### src/rtl/dram_wb_pkg.sv
// rtl/dram_wb_pkg.sv - line geometry, FSM states, buffer type and word helpers for wb_line_master
package dram_wb_pkg;

  localparam int LINE_BITS      = 256;
  localparam int LINE_LSB       = $clog2(LINE_BITS / 8);
  localparam int WORDS_PER_LINE = LINE_BITS / 32;
  localparam int WIDX_W         = LINE_LSB - 2;
  localparam int TAG_W          = 32 - LINE_LSB;

  typedef enum logic [2:0] {
    WBM_IDLE  = 3'd0,
    WBM_FILL  = 3'd1,
    WBM_MERGE = 3'd2,
    WBM_WRITE = 3'd3,
    WBM_RESP  = 3'd4
  } wbm_state_t;

  typedef struct packed {
    logic                 valid;
    logic [TAG_W-1:0]     tag;
    logic [LINE_BITS-1:0] data;
  } line_t;

  // Byte-granular overlay of one 32-bit word; unselected bytes keep the line contents.
  function automatic logic [LINE_BITS-1:0] merge_word(
    input logic [LINE_BITS-1:0] line,
    input logic [WIDX_W-1:0]    idx,
    input logic [31:0]          wdata,
    input logic [3:0]           wstrb
  );
    logic [LINE_BITS-1:0] res;
    res = line;
    for (int b = 0; b < 4; b++) begin
      if (wstrb[b]) res[int'(idx)*32 + b*8 +: 8] = wdata[b*8 +: 8];
    end
    return res;
  endfunction

  function automatic logic [31:0] get_word(
    input logic [LINE_BITS-1:0] line,
    input logic [WIDX_W-1:0]    idx
  );
    return line[int'(idx)*32 +: 32];
  endfunction

endpackage

### src/rtl/wb_line_master.sv
// rtl/wb_line_master.sv - Wishbone classic initiator with a one-line read buffer and write-through RMW
module wb_line_master
  import dram_wb_pkg::*;
#(
  parameter int WORD_SIZE  = 256,
  parameter int ADDR_SHIFT = 7
) (
  input  logic                 sys_clk,
  input  logic                 rst_n,
  input  logic                 init_i,
  input  logic                 flush_i,
  input  logic                 req_valid_i,
  output logic                 req_ready_o,
  input  logic                 req_we_i,
  input  logic [31:0]          req_addr_i,
  input  logic [31:0]          req_wdata_i,
  input  logic [3:0]           req_wstrb_i,
  output logic                 rsp_valid_o,
  output logic [31:0]          rsp_rdata_o,
  output logic                 cyc_o,
  output logic                 stb_o,
  output logic                 we_o,
  output logic [31:0]          addr_o,
  output logic [WORD_SIZE-1:0] data_o,
  input  logic [WORD_SIZE-1:0] data_i,
  input  logic                 ack_i,
  output logic [31:0]          hit_cnt_o,
  output logic [31:0]          miss_cnt_o
);

  wbm_state_t           state;
  line_t                line_q;
  logic                 flush_pend;
  logic                 rq_we;
  logic [TAG_W-1:0]     rq_tag;
  logic [WIDX_W-1:0]    rq_idx;
  logic [31:0]          rq_wdata;
  logic [3:0]           rq_wstrb;

  logic [TAG_W-1:0]     acc_tag;
  logic [WIDX_W-1:0]    acc_idx;
  logic                 acc_hit;
  logic [31:0]          acc_line_addr;
  logic [LINE_BITS-1:0] merged;
  logic                 unused_addr_bits;

  assign acc_tag          = req_addr_i[31:LINE_LSB];
  assign acc_idx          = req_addr_i[LINE_LSB-1:2];
  assign acc_hit          = line_q.valid && (line_q.tag == acc_tag);
  // Bits shifted past bit 31 fall off, matching the slave's line decode.
  assign acc_line_addr    = {{LINE_LSB{1'b0}}, acc_tag} << ADDR_SHIFT;
  assign merged           = merge_word(line_q.data, rq_idx, rq_wdata, rq_wstrb);
  assign unused_addr_bits = ^req_addr_i[1:0];

  assign req_ready_o = (state == WBM_IDLE) && init_i && !flush_i && !flush_pend;

  always_ff @(posedge sys_clk or negedge rst_n) begin
    if (!rst_n) begin
      state       <= WBM_IDLE;
      line_q      <= '0;
      flush_pend  <= 1'b0;
      rq_we       <= 1'b0;
      rq_tag      <= '0;
      rq_idx      <= '0;
      rq_wdata    <= '0;
      rq_wstrb    <= '0;
      rsp_valid_o <= 1'b0;
      rsp_rdata_o <= '0;
      cyc_o       <= 1'b0;
      stb_o       <= 1'b0;
      we_o        <= 1'b0;
      addr_o      <= '0;
      data_o      <= '0;
      hit_cnt_o   <= '0;
      miss_cnt_o  <= '0;
    end else begin
      if (flush_i && state != WBM_IDLE) flush_pend <= 1'b1;

      case (state)
        WBM_IDLE: begin
          if (flush_i || flush_pend) begin
            line_q.valid <= 1'b0;
            flush_pend   <= 1'b0;
          end else if (req_valid_i && req_ready_o) begin
            rq_we    <= req_we_i;
            rq_tag   <= acc_tag;
            rq_idx   <= acc_idx;
            rq_wdata <= req_wdata_i;
            rq_wstrb <= req_wstrb_i;
            addr_o   <= acc_line_addr;
            if (acc_hit) hit_cnt_o  <= hit_cnt_o + 32'd1;
            else         miss_cnt_o <= miss_cnt_o + 32'd1;
            if (acc_hit && !req_we_i) begin
              rsp_valid_o <= 1'b1;
              rsp_rdata_o <= get_word(line_q.data, acc_idx);
              state       <= WBM_RESP;
            end else if (acc_hit) begin
              state <= WBM_MERGE;
            end else begin
              cyc_o <= 1'b1;
              stb_o <= 1'b1;
              we_o  <= 1'b0;
              state <= WBM_FILL;
            end
          end
        end

        WBM_FILL: begin
          if (ack_i) begin
            cyc_o  <= 1'b0;
            stb_o  <= 1'b0;
            line_q <= {1'b1, rq_tag, data_i};
            if (rq_we) begin
              state <= WBM_MERGE;
            end else begin
              rsp_valid_o <= 1'b1;
              rsp_rdata_o <= get_word(data_i, rq_idx);
              state       <= WBM_RESP;
            end
          end
        end

        // Bus is idle here, which also provides the gap between FILL and WRITE.
        WBM_MERGE: begin
          line_q.data <= merged;
          data_o      <= merged;
          cyc_o       <= 1'b1;
          stb_o       <= 1'b1;
          we_o        <= 1'b1;
          state       <= WBM_WRITE;
        end

        WBM_WRITE: begin
          if (ack_i) begin
            cyc_o       <= 1'b0;
            stb_o       <= 1'b0;
            we_o        <= 1'b0;
            rsp_valid_o <= 1'b1;
            rsp_rdata_o <= '0;
            state       <= WBM_RESP;
          end
        end

        WBM_RESP: begin
          rsp_valid_o <= 1'b0;
          state       <= WBM_IDLE;
        end

        default: state <= WBM_IDLE;
      endcase
    end
  end

endmodule
### config.mk
export PLATFORM = sky130hd
export DESIGN_NAME = wb_line_master
export DESIGN_NICKNAME = d
export VERILOG_FILES = /design/src/rtl/dram_wb_pkg.sv /design/src/rtl/wb_line_master.sv
export SDC_FILE = /design/constraint.sdc
export NUM_CORES = 2
export LEC_CHECK = 0
export CAP_MARGIN = 20
export CORE_AREA = 2 2 322 324
export CTS_CLUSTER_SIZE = 12
export DETAILED_ROUTE_END_ITERATION = 12
export DIE_AREA = 0 0 324 326
export GPL_ROUTABILITY_DRIVEN = 0
export MAX_ROUTING_LAYER = met4
export SYNTH_ARGS = -nofsm -noshare
export SYNTH_HDL_FRONTEND = slang
export SYNTH_SLANG_ARGS = --single-unit
### constraint.sdc
create_clock -name sys_clk -period 10.2 [get_ports sys_clk]
set_clock_uncertainty 0.15 [all_clocks]
set_input_delay 2.04 -clock sys_clk [delete_from_list [all_inputs] [get_ports sys_clk]]
set_output_delay 2.04 -clock sys_clk [all_outputs]
set_load 0.005 [all_outputs]
### Word level (Yosys, flattened, before mapping)

Cells that the tools add are included.

| cells by class | value |
|---|---|
| $add $sub $neg | 9 |
| equal/unequal tests | 15 |
| shift operators | 10 |
| muxes and demuxes | 48 |
| bitwise gates (word level) | 2 |
| reduce and logical (&&, ||, !) cells | 31 |

Operators with widths:

| operator | number |
|---|---|
| $bwmux W256 | 4 |
| $mux W256 | 4 |
| $shift A8 B33 Y256 const A | 4 |
| $shiftx A8 B33 Y256 | 4 |
| $pmux W256 S2 | 1 |
| $shiftx A256 B9 Y32 | 2 |
| $mux W284 | 1 |
| $mux W32 | 6 |
| $neg A9 Y33 | 3 |
| $pmux W32 S3 | 1 |
| $add A32 B1 Y32 const B | 2 |
| $neg A8 Y33 | 1 |
| $eq A27 B27 Y1 | 1 |
| $mux W1 | 19 |
| $add A8 B5 Y9 const B | 2 |
| $mux W3 | 6 |
| $reduce_and A7 Y1 | 2 |
| $ne A2 B2 Y1 const B | 6 |
| $pmux W3 S4 | 1 |
| $reduce_and A4 Y1 | 3 |
| $reduce_and A6 Y1 | 2 |
| $reduce_bool A3 Y1 | 4 |
| $add A8 B4 Y9 const B | 1 |
| $ne A2 B1 Y1 const B | 4 |
| 17 further kinds | 31 |

| word-level totals | value |
|---|---|
| flip-flop bits (word level) | 735 |
| input port bits | 331 |
| output and inout bits | 389 |
| word-level logic and storage cells | 133 |

### Logic depth before layout (Yosys ltp)

| depth | value |
|---|---|
| word-level depth | 11 |
| mapped depth | 13 |
| mapped depth without buffers | 9 |

### Worst setup path after synthesis

Ideal clock, no wire load.

| timing path | value |
|---|---|
| path type | in2out |
| start | input flush_i |
| end | output req_ready_o |
| arrival | 2376 ps |
| required time | 8010 ps |
| path slack | 5634 ps |
| stages on the path | 2 |
| buffers on the path | 0 |
| cell sequence | nor2_1 > and3_1 |

| between the ends | value |
|---|---|
| longest elaborated chain between the ends | 3 |

RTL lines:

| element | RTL line | text |
|---|---|---|
| start, declared | wb_line_master.sv:11 | `input logic flush_i,` |
| $logic_not A1 Y1 | wb_line_master.sv:55 | `assign req_ready_o = (state == WBM_IDLE) && init_i && !flush_i && !flush_pend;` |
| $logic_and A1 B1 Y1 (2 in series) | wb_line_master.sv:55 |  |
| end, declared | wb_line_master.sv:13 | `output logic req_ready_o,` |

Every way passes these cells.

### Worst setup path after layout

| timing path | value |
|---|---|
| start | register rq_idx[0] |
| end | register line_q[165] (netlist bit) |

| between the ends | value |
|---|---|
| longest elaborated chain between the ends | 11 |
| elaborated cells on any way between the ends | 24 |
| classes of those cells | 7 x add/sub; 8 x shift; 9 x mux |

RTL lines:

| element | RTL line | text |
|---|---|---|
| start, declared | wb_line_master.sv:36 | `logic [WIDX_W-1:0] rq_idx;` |
| start signal, assigned | wb_line_master.sv:87 | `rq_idx <= acc_idx;` |
| parallel branches: the longest is 9 deep, another holds $neg A9 Y33 | -- |  |
| $mux W256 * | dram_wb_pkg.sv:34 | `if (wstrb[b]) res[int'(idx)*32 + b*8 +: 8] = wdata[b*8 +: 8];` |
| $pmux W256 S2 * | wb_line_master.sv:79 | `case (state)` |
| end signal, assigned | wb_line_master.sv:112 | `line_q <= {1'b1, rq_tag, data_i};` |
| end, declared | wb_line_master.sv:32 | `line_t line_q;` |

Every way passes the cells marked *.
A chain may end at the register's enable or synchronous reset.

==> flow_summary.toml <==
[sta]
fin_setup_tns_ps = 0
tightest_slew_ps = 1330
setup_viol = 0
rsz0062_at_grt = "false"
fmax_mhz = 177
hold_viol_final = 0
fin_crit_ps = 5640
drv_slew = 0
min_period_over_period = 0.553
max-slew-margin-rel = 0.111

[synth]
synth-edff-count = 0
yosysSeqAreaShare = 0.500
ys_warn_count = 0
async_flop_share = 1.00
synth.cells.most_frequent = "nand2_1 (782), dfrtp_1 (710), nor2_1 (358), o21ai_0 (294), a21oi_1 (269)"
synth_area_leaders = "dfrtp_1 (50%), nand2_1 (8.3%), mux4_2 (8.1%)"
synth.avg_cell_area_um2 = 9.65
ys_ff_latch = 710
netlist.area_leader.share = 0.500
synth_top_area_cell = "dfrtp_1"
ys.flop_type = "dfrtp_1"
synth_cell_types = 54
syn_inst = 3680
synthMostInstantiatedCell = "nand2_1"
syn_area_mm2 = 0.0355

[power]
leakage_nw = 20.0
max-vdd-ir-drop_mv = 0.196
p_per_area_mw_per_mm2 = 312

[placed_design]
post-dp-hpwl_um = 107000
place_area_mm2 = 0.0436
portBuffers = 710

[worst_setup_path]
critical_path_required_ps = 10640
endpoint_kind = "register"
crit_slowest_cell = "nor2_1"
worstPathMaxFanout = 25
worstSetupPathType = "register to register"
max_stage_delay_ps = 1120
path_cells = "clkinv_2 -> buf_4 -> ha_1 -> ha_1 -> nand2b_1 -> a21oi_1 -> nand2_1 -> nor2_1 -> a222oi_1 -> inv_1"
cp-start-kind = "register"
cp.arrival_ps = 6080
cp_common_cell = "ha_1"

[cells_and_area]
nNetsFinal = 4590
postLayoutCellArea_mm2 = 0.0466
area_growth_pct = 31.1
drive_above_1_share = 0.107
fill_cells = 9877

[floorplanning]
num_rows = 118
dieWidth_um = 324
dieArea_mm2 = 0.106
initial_core_util = 0.346
num_io_pins = 720
core_area_mm2 = 0.103
die_y_um = 326

[routing]
firstDrtPassIters = 10
routed_wl_um = 155000
drt_iter0_markers = 4440
vias_per_cell = 5.68
vias = 32493
drtAntennaViolNets = 0
drc_errors = 0
wire_per_inst_um = 27.1

[min_path]
hold_class = "register to register"

[clocking]
hold_buffers = 0
insertion_delay_ps = 670
cts_tree = "done"
tritoncts.num_buffers = 84
cts-resized-gates = 0
clockBufferDepth = 3
postCtsSetupRepairBufs = 0
clock-sinks = 710
path_clk_slew_ps = 60
root_buffer = "clkbuf_16"
htreeDepth = 3

[grt]
grt_pass1_wl_um = 224000
antenna_found_initial = 21
grt_max_degree = 157
grt_pass1_vias = 31848
track_usage = 0.298
gr-total-overflow = 0

[status]
status = "finished, final reports clean"

[job]
cap_viol_max_count = 0
-- registers in the layout, summed over array words and instances, names as in the netlist --
name         flops
data_o         256
flush_pend       1
hit_cnt_o       32
line_q         284
miss_cnt_o      32
rq_idx           3
rq_tag          27
rq_wdata        32
rq_we            1
rq_wstrb         4
rsp_rdata_o     32
rsp_valid_o      1
state            3
stb_o            1
we_o             1
-- layout by cell type (no fill, tap or decap), types with 5 or more instances in the layout --
| master | synthesis | final |
|---|---|---|
| nand2_1 | 782 | 781 |
| dfrtp_1 | 710 | 708 |
| clkdlybuf4s50_1 | 0 | 707 |
| nor2_1 | 358 | 354 |
| o21ai_0 | 294 | 294 |
| a21oi_1 | 269 | 269 |
| inv_1 | 161 | 160 |
| a222oi_1 | 143 | 143 |
| mux4_2 | 128 | 128 |
| clkbuf_16 | 0 | 86 |
| buf_4 | 33 | 62 |
| o221a_2 | 61 | 61 |
| mux2i_1 | 50 | 50 |
| xor2_1 | 49 | 49 |
| nand3_1 | 46 | 46 |
| nor3_1 | 44 | 44 |
| a22oi_1 | 44 | 44 |
| xnor2_1 | 41 | 41 |
| nand4_1 | 30 | 30 |
| mux2_2 | 30 | 30 |
| diode_2 | 0 | 24 |
| nor4_1 | 24 | 24 |
| clkinv_2 | 0 | 21 |
| clkbuf_8 | 0 | 17 |
| clkbuf_1 | 214 | 14 |
| and3_1 | 9 | 9 |
| nand3_2 | 9 | 9 |
| o22ai_1 | 9 | 9 |
| a31oi_1 | 9 | 9 |
| o21a_1 | 8 | 8 |
| a22o_1 | 8 | 8 |
| a21o_1 | 8 | 8 |
| ha_1 | 8 | 8 |
| a221oi_1 | 7 | 7 |
| conb_1 | 1 | 7 |
| inv_6 | 0 | 5 |
| bufinv_16 | 0 | 5 |
-- final timing paths --
| check | slack, ps | depth (start not counted) | endpoint | from |
|---|---|---|---|---|
| setup / recovery | 4560 | 10 | line_q[165] | rq_idx[0] |
| hold / removal | 320 | 2 | line_q[282] | rq_tag[26] |
| setup reg to reg | 4560 | 10 | line_q[165] | rq_idx[0] |
| hold reg to reg | 320 | 2 | line_q[282] | rq_tag[26] |
| max in group asynchronous | 6490 | 3 | line_q[118] | rst_n |
| min in group asynchronous | 1260 | 1 | hit_cnt_o[4] | rst_n |
-- report_power, final --
group / switching [W] / leakage, nW / internal, W / total [W]
Combinational: 0.00326 / 9.75 / 0.00289 / 0.00615
Sequential: 0.00124 / 8.82 / 0.00405 / 0.00529
Clock: 0.00128 / 1.38 / 0.00180 / 0.00308
-- kinds of logic (layout without fill, tap and decap cells) --
family,count (synthesis),after routing,synth area share
other cells,1,31,0.000106
fa+ha+maj,8,8,0.00282
simple gates,1333,1333,0.154
mux,212,212,0.106
buf+inv,458,1090,0.0534
flops,710,710,0.500
compound gates,867,867,0.161
xor+xnor,91,91,0.0227
-- worst max-delay path, delay by kind of cell (launching register included) --
family,cells,cell delay [ps]
adder cells (fa/ha/maj),2,1060
AO/OA/AOI/OAI,2,570
AND/OR/NAND/NOR,3,1900
flip-flops,1,550
buffers and inverters,3,1300
-- layer usage --
layer / share of wire / global-route usage
met5: 0 / -
met4: 0.036 / 0.106
met3: 0.11 / 0.0905
met2: 0.45 / 0.444
met1: 0.40 / 0.383
-- layout make-up --
type | count | area (um2) | share of cell area
Antenna cell | 24 | 60.1 | 0.00129
Clock buffer | 117 | 2440 | 0.0524
Clock inverter | 36 | 352 | 0.00755
Inverter | 161 | 606 | 0.0130
Multi-Input combinational cell | 2518 | 15900 | 0.342
Sequential cell | 710 | 17800 | 0.382
Tap cell | 1380 | 1730 | 0.0371
Timing Repair Buffer | 776 | 7670 | 0.165
-- per-stage QoR --
step | hold WS (ps) | util | setup slack, ps | std cells | total power [W]
final | 319 | 0.454 | 4560 | 5722 | 0.0145
after global routing | 337 | 0.454 | 4520 | 5718 | 0.0154
after CTS | 322 | 0.452 | 4670 | 5693 | 0.0145
after detailed placement | 313 | 0.425 | 4680 | 5540 | 0.0114
after global placement | 302 | 0.425 | 4680 | 5539 | 0.0113
after floorplan | 289 | - | 5630 | 3686 | 0.00817
Power figures use the tool's default switching activity.
